==> config.mk <==
export PLATFORM = sky130hd
export DESIGN_NAME = load_store_unit
export DESIGN_NICKNAME = d
export VERILOG_FILES = /design/src/rtl/lsu_pkg.sv /design/src/rtl/lsu_align.sv /design/src/rtl/load_store_unit.sv
export SDC_FILE = /design/constraint.sdc
export NUM_CORES = 1
export LEC_CHECK = 0
export BUFFER_PORTS_ARGS = -buffer_cell sky130_fd_sc_hd__buf_4
export CORE_MARGIN = 2
export CORE_UTILIZATION = 60
export DETAILED_ROUTE_END_ITERATION = 6
export PLACE_DENSITY = 0.95
export SLEW_MARGIN = 25
export SYNTH_ARGS = -nofsm -noshare
export SYNTH_HDL_FRONTEND = slang
export SYNTH_SLANG_ARGS = --single-unit
export TNS_END_PERCENT = 1
==> constraint.sdc <==
create_clock -name clk -period 12.4 [get_ports clk]
set_clock_uncertainty 0.15 [all_clocks]
set_input_delay 1.24 -clock clk [delete_from_list [all_inputs] [get_ports clk]]
set_output_delay 1.24 -clock clk [all_outputs]
set_load 0.01 [all_outputs]
==> src/rtl/lsu_pkg.sv <==
// Shared encodings for the load/store unit: access sizes, FSM states and
// per-size byte masks.
package lsu_pkg;

  localparam logic [1:0] SZ_B = 2'b00;
  localparam logic [1:0] SZ_H = 2'b01;
  localparam logic [1:0] SZ_W = 2'b10;
  localparam logic [1:0] SZ_X = 2'b11;  // illegal encoding

  localparam logic [3:0] MASK_B = 4'b0001;
  localparam logic [3:0] MASK_H = 4'b0011;
  localparam logic [3:0] MASK_W = 4'b1111;

  typedef enum logic [1:0] {
    ST_IDLE = 2'd0,
    ST_ACC1 = 2'd1,
    ST_ACC2 = 2'd2,
    ST_DONE = 2'd3
  } lsu_state_t;

  // Right-justified byte mask for an access size; illegal size touches nothing.
  function automatic logic [3:0] size_mask(input logic [1:0] size);
    case (size)
      SZ_B:    size_mask = MASK_B;
      SZ_H:    size_mask = MASK_H;
      SZ_W:    size_mask = MASK_W;
      default: size_mask = 4'b0000;
    endcase
  endfunction

endpackage

==> src/rtl/lsu_align.sv <==
// Combinational lane logic: byte-enable generation across two words, store
// data lane shifting for both memory cycles, and load extract/extend.
module lsu_align
  import lsu_pkg::*;
(
  input  logic [1:0]  i_size,
  input  logic        i_unsigned,
  input  logic [1:0]  i_off,
  input  logic [31:0] i_wdata,
  input  logic [31:0] i_hi,
  input  logic [31:0] i_lo,
  output logic [7:0]  o_m8,
  output logic        o_cross,
  output logic [31:0] o_wdata_lo,
  output logic [31:0] o_wdata_hi,
  output logic [31:0] o_rdata
);

  logic [4:0]  w_sh;
  logic [63:0] w_st;
  logic [31:0] w_ld;

  // Byte offset expressed as a bit shift amount.
  assign w_sh = {i_off, 3'b000};

  // Mask spread over two words; any bit in the upper word means a second cycle.
  assign o_m8    = {4'b0000, size_mask(i_size)} << i_off;
  assign o_cross = |o_m8[7:4];

  // Store data shifted into a 64-bit window: low half goes to ACC1, the
  // spill-over into the high half goes to ACC2.
  assign w_st       = {32'h0, i_wdata} << w_sh;
  assign o_wdata_lo = w_st[31:0];
  assign o_wdata_hi = w_st[63:32];

  // Load bytes brought down to bit 0 from the two-word window.
  assign w_ld = 32'({i_hi, i_lo} >> w_sh);

  // Truncate the loaded value to the access size and extend it.
  always_comb begin
    o_rdata = 32'h0;
    case (i_size)
      SZ_B:    o_rdata = {{24{~i_unsigned & w_ld[7]}}, w_ld[7:0]};
      SZ_H:    o_rdata = {{16{~i_unsigned & w_ld[15]}}, w_ld[15:0]};
      SZ_W:    o_rdata = w_ld;
      default: o_rdata = 32'h0;
    endcase
  end

endmodule

==> src/rtl/load_store_unit.sv <==
// Load/store unit between the execute stage and a byte-banked data memory.
// Handshake: a request is accepted on a clock edge where req_valid and
// req_ready are both high; req_ready is high only in IDLE, and req_* inputs
// are ignored at every other time. Completion is a single-cycle rsp_valid
// pulse with rsp_err and rsp_rdata valid alongside it.
module load_store_unit
  import lsu_pkg::*;
(
  input  logic        clk,
  input  logic        reset,
  input  logic        req_valid,
  output logic        req_ready,
  input  logic        req_we,
  input  logic [1:0]  req_size,
  input  logic        req_unsigned,
  input  logic [31:0] req_addr,
  input  logic [31:0] req_wdata,
  output logic        rsp_valid,
  output logic        rsp_err,
  output logic [31:0] rsp_rdata,
  output logic [31:0] daddr,
  output logic [3:0]  dwe,
  output logic [31:0] dwdata,
  input  logic [31:0] drdata
);

  lsu_state_t  r_state;
  logic        r_we;
  logic [1:0]  r_size;
  logic        r_unsigned;
  logic [31:0] r_addr;
  logic [31:0] r_wdata;
  logic [31:0] r_lo;
  logic [31:0] r_daddr;
  logic        r_rsp_valid;
  logic        r_rsp_err;
  logic [31:0] r_rsp_rdata;

  logic [31:0] w_base;
  logic [31:0] w_next;
  logic [31:0] w_hi;
  logic [31:0] w_lo;
  logic [7:0]  w_m8;
  logic        w_cross;
  logic [31:0] w_wdata_lo;
  logic [31:0] w_wdata_hi;
  logic [31:0] w_rdata;

  // First word of the access and its successor; the +4 wraps at the top of memory.
  assign w_base = {r_addr[31:2], 2'b00};
  assign w_next = w_base + 32'd4;

  // In ACC1 the window is {0, drdata}; in ACC2 it is {drdata, first word}.
  assign w_hi = (r_state == ST_ACC2) ? drdata : 32'h0;
  assign w_lo = (r_state == ST_ACC2) ? r_lo : drdata;

  lsu_align u_align (
    .i_size     (r_size),
    .i_unsigned (r_unsigned),
    .i_off      (r_addr[1:0]),
    .i_wdata    (r_wdata),
    .i_hi       (w_hi),
    .i_lo       (w_lo),
    .o_m8       (w_m8),
    .o_cross    (w_cross),
    .o_wdata_lo (w_wdata_lo),
    .o_wdata_hi (w_wdata_hi),
    .o_rdata    (w_rdata)
  );

  assign req_ready = (r_state == ST_IDLE);
  assign rsp_valid = r_rsp_valid;
  assign rsp_err   = r_rsp_err;
  assign rsp_rdata = r_rsp_rdata;

  // Memory-side drive: decoded from state so reset drops dwe immediately;
  // daddr holds its last driven value outside the access cycles.
  always_comb begin
    daddr  = r_daddr;
    dwe    = 4'b0000;
    dwdata = 32'h0;
    case (r_state)
      ST_ACC1: begin
        daddr  = w_base;
        dwe    = r_we ? w_m8[3:0] : 4'b0000;
        dwdata = w_wdata_lo;
      end
      ST_ACC2: begin
        daddr  = w_next;
        dwe    = r_we ? w_m8[7:4] : 4'b0000;
        dwdata = w_wdata_hi;
      end
      default: ;
    endcase
  end

  // Request capture, access sequencing and registered response.
  always_ff @(posedge clk or posedge reset) begin
    if (reset) begin
      r_state     <= ST_IDLE;
      r_we        <= 1'b0;
      r_size      <= SZ_B;
      r_unsigned  <= 1'b0;
      r_addr      <= 32'h0;
      r_wdata     <= 32'h0;
      r_lo        <= 32'h0;
      r_daddr     <= 32'h0;
      r_rsp_valid <= 1'b0;
      r_rsp_err   <= 1'b0;
      r_rsp_rdata <= 32'h0;
    end else begin
      case (r_state)
        ST_IDLE: begin
          if (req_valid) begin
            r_we       <= req_we;
            r_size     <= req_size;
            r_unsigned <= req_unsigned;
            r_addr     <= req_addr;
            r_wdata    <= req_wdata;
            if (req_size == SZ_X) begin
              r_state     <= ST_DONE;
              r_rsp_valid <= 1'b1;
              r_rsp_err   <= 1'b1;
              r_rsp_rdata <= 32'h0;
            end else begin
              r_state <= ST_ACC1;
            end
          end
        end
        ST_ACC1: begin
          r_lo    <= drdata;
          r_daddr <= w_base;
          if (w_cross) begin
            r_state <= ST_ACC2;
          end else begin
            r_state     <= ST_DONE;
            r_rsp_valid <= 1'b1;
            r_rsp_err   <= 1'b0;
            r_rsp_rdata <= r_we ? 32'h0 : w_rdata;
          end
        end
        ST_ACC2: begin
          r_daddr     <= w_next;
          r_state     <= ST_DONE;
          r_rsp_valid <= 1'b1;
          r_rsp_err   <= 1'b0;
          r_rsp_rdata <= r_we ? 32'h0 : w_rdata;
        end
        ST_DONE: begin
          r_state     <= ST_IDLE;
          r_rsp_valid <= 1'b0;
          r_rsp_err   <= 1'b0;
          r_rsp_rdata <= 32'h0;
        end
        default: r_state <= ST_IDLE;
      endcase
    end
  end

endmodule

==> reports/qor.yml <==
status: "complete, no violations"
cts_hold_buf: 0
clock.fmax_mhz: 195
dieArea_um2: 17000
register_area_um2: 4210
grt_pass1_wl_um: 43900
dr.pass1.iters: 5
place_area_um2: 11200
clk_transition_reported_paths_ps: 60
critPathArrivalTime_ps: 3740
rsz0062_at_grt: "no"
critPathCaptureType: "output port"
multi_input_area_um2: 5070
r2r_start: "r_addr[0]"
cts_resized: 0
power_density_nw_per_um2: 299
syn_area_per_cell_um2: 10.3
drt_iter0_drc: 920
hp-start: "rsp_rdata[10]"
p_leak_nw: 5.30
synth_edf_count: 0
reg2reg_slack_ps: 8530
track_usage_pct: 33.1
critPathMaxFanout: 46
grt_start_max_net_pins: 100
r2r_cells: 6
slew_headroom_pct: 35.1
root_buffer: "clkbuf_16"
mostFrequentLayoutCell: "buf_4"
min_path_cells: 2
grt_pass1_vias: 8454
reg2reg_to: "rsp_rdata[21]"
ys_warn_count: 0
crit_top_cell: "buf_4"
synth_area_leaders: "dfrtp_1 (44%), mux2_2 (15%), mux2i_1 (6.5%)"
critical_path.startpoint_type: "flip-flop"
fin_crit_ps: 5130
die_w_um: 130
route.met2.wl_um: 13600
nets: 1205
drt-met1-wl_um: 10900
synth_nets: 1046
ios: 206
synth_ff_type: "dfrtp_1"
hold_end: "rsp_rdata[10]"
core_um2: 15800
synthCells: 932
clock_sinks: 168
hold_viol_final: 0
gp_congestion: 0.887
path_cells: "inv_1, ha_2, buf_4, nand2_1, a21oi_1, o21ai_0, o311ai_0, buf_4"
ir_drop_mv: 0.210
post_cts_buffers: 0
ys_seq_elements: 168
synth.cell_area_um2: 9600
drc: 0
ys_seq_area_share_pct: 43.8
path_class: "flip-flop to output port"
tightest_slew_ps: 971
highest_layer: "met4"
syn_to_final_growth_pct: 22.9
min_period_over_period_pct: 41.4
wirelength_um: 28200
antenna_found_initial: 0
routed-via-count: 8529
rows: 46
min_path_type: "flip-flop to flip-flop"
die_h_um: 130
critical_path.max_stage_delay_ps: 670
place_ws_ps: 7810
synthArstFlopShare_pct: 100
critPathSlowestCell: "nand2_1"
overflow: 0
finalMaxSlewViolations: 0
synth_top_cell_area_share_pct: 43.8
initial_core_util_pct: 60.9
stdcell_area_um2: 11800
drv_cap: 0
layout_common_cells: "buf_4 (215), dfrtp_1 (166), mux2_2 (126)"
clock_path_buffers: 2
setup-tns-final_ps: 0
numCtsBuffers: 17
antenna_left: 0
port_buffers: 205
yosys.area.top_type: "dfrtp_1"
place_hpwl_um: 18600
antenna-diode-count: 0
required_ps: 11010
setup_ws_ps: 7270
met3_length_um: 2460
viasPerCell: 6.47
fillCellCount: 1063
synthDistinctLibCells: 50
h-tree-depth: 4
wire_per_inst_um: 21.4
setup_viol: 0
cts_tree: "done"
worstSkewPairLatency_ps: 430
drive_above_1_share_pct: 35.6
[worst max-delay path by stage]
stage | startpoint | end | slack, ps
floorplan | reset | r_addr[0] | 6460
global placement | r_state[0] | daddr[21] | 7990
detailed placement | r_state[0] | daddr[12] | 7810
CTS | r_state[0] | daddr[12] | 7260
global route | r_state[0] | daddr[12] | 7010
finish | r_state[0] | daddr[12] | 7270
[state kept, by name, summed over array words and instances, names as in the netlist]
signal / flops
r_addr: 32
r_wdata: 32
r_lo: 32
r_size: 2
r_state: 2
rsp_rdata: 32
r_unsigned: 1
rsp_err: 1
rsp_valid: 1
r_we: 1
r_daddr: 32
[kinds of logic after synthesis]
| group | count (synthesis) | synth area share, % |
|---|---|---|
| adder cells (fa/ha/maj) | 11 | 1.43 |
| buffers and inverters | 88 | 3.68 |
| AO/OA/AOI/OAI | 218 | 15.0 |
| XOR/XNOR | 9 | 0.821 |
| AND/OR/NAND/NOR | 249 | 13.8 |
| multiplexers | 189 | 21.5 |
| flip-flops | 168 | 43.8 |
[area by class of cell]
class / instances / share of cell area, %
Clock buffer: 23 / 4.14
Timing Repair Buffer: 215 / 13.7
Sequential cell: 168 / 35.7
Multi-Input combinational cell: 676 / 43.0
Inverter: 13 / 0.456
Tap cell: 216 / 2.29
Clock inverter: 7 / 0.806
[cell usage after synthesis, drive strengths merged, types with 2 or more instances]
library cell    n
dfrtp         168
mux2          126
mux2i          62
nand2          61
clkbuf         56
o21ai          54
a21oi          41
nor2b          40
nand3          32
nor2           30
a22oi          26
a31oi          20
buf            19
and3           18
o22ai          17
and2           16
inv            13
ha             11
nand4          11
nand2b         10
nand3b         10
a221o           9
or2             9
a211oi          8
a22o            8
a211o           7
a311oi          7
o311ai          6
a41oi           5
xor2            5
o221ai          4
xnor2           4
and4            3
nor3            3
nor3b           3
o211ai          2
[per-layer routing]
layer	track usage [%]	up-vias
li1	-	3752
met5	0	-
met3	7.41	94
met1	42.4	4115
met2	53.8	568
met4	15.9	0
[metrics by stage]
stage / hold WS (ps) / instances / util (%) / power (mW)
final: 337 / 1318 / 74.8 / 3.52
after global routing: 361 / 1318 / 74.8 / 3.72
after global placement: 320 / 1288 / 71.1 / 2.86
after detailed placement: 325 / 1288 / 71.1 / 2.94
after floorplan: 330 / 932 / - / 2.28
after CTS: 339 / 1318 / 74.8 / 3.49
[worst max-delay path, delay by kind of cell, from the launching register on]
family	cells	cell delay [ps]
buf+inv	3	820
fa+ha+maj	1	620
compound gates	3	760
flops	1	440
simple gates	1	670
[where the power goes]
group          internal (mW)  switching [mW]
clock network          0.315           0.211
registers              0.815           0.262
logic                  0.884            1.04
No activity file was read; power rests on OpenSTA's default activity.
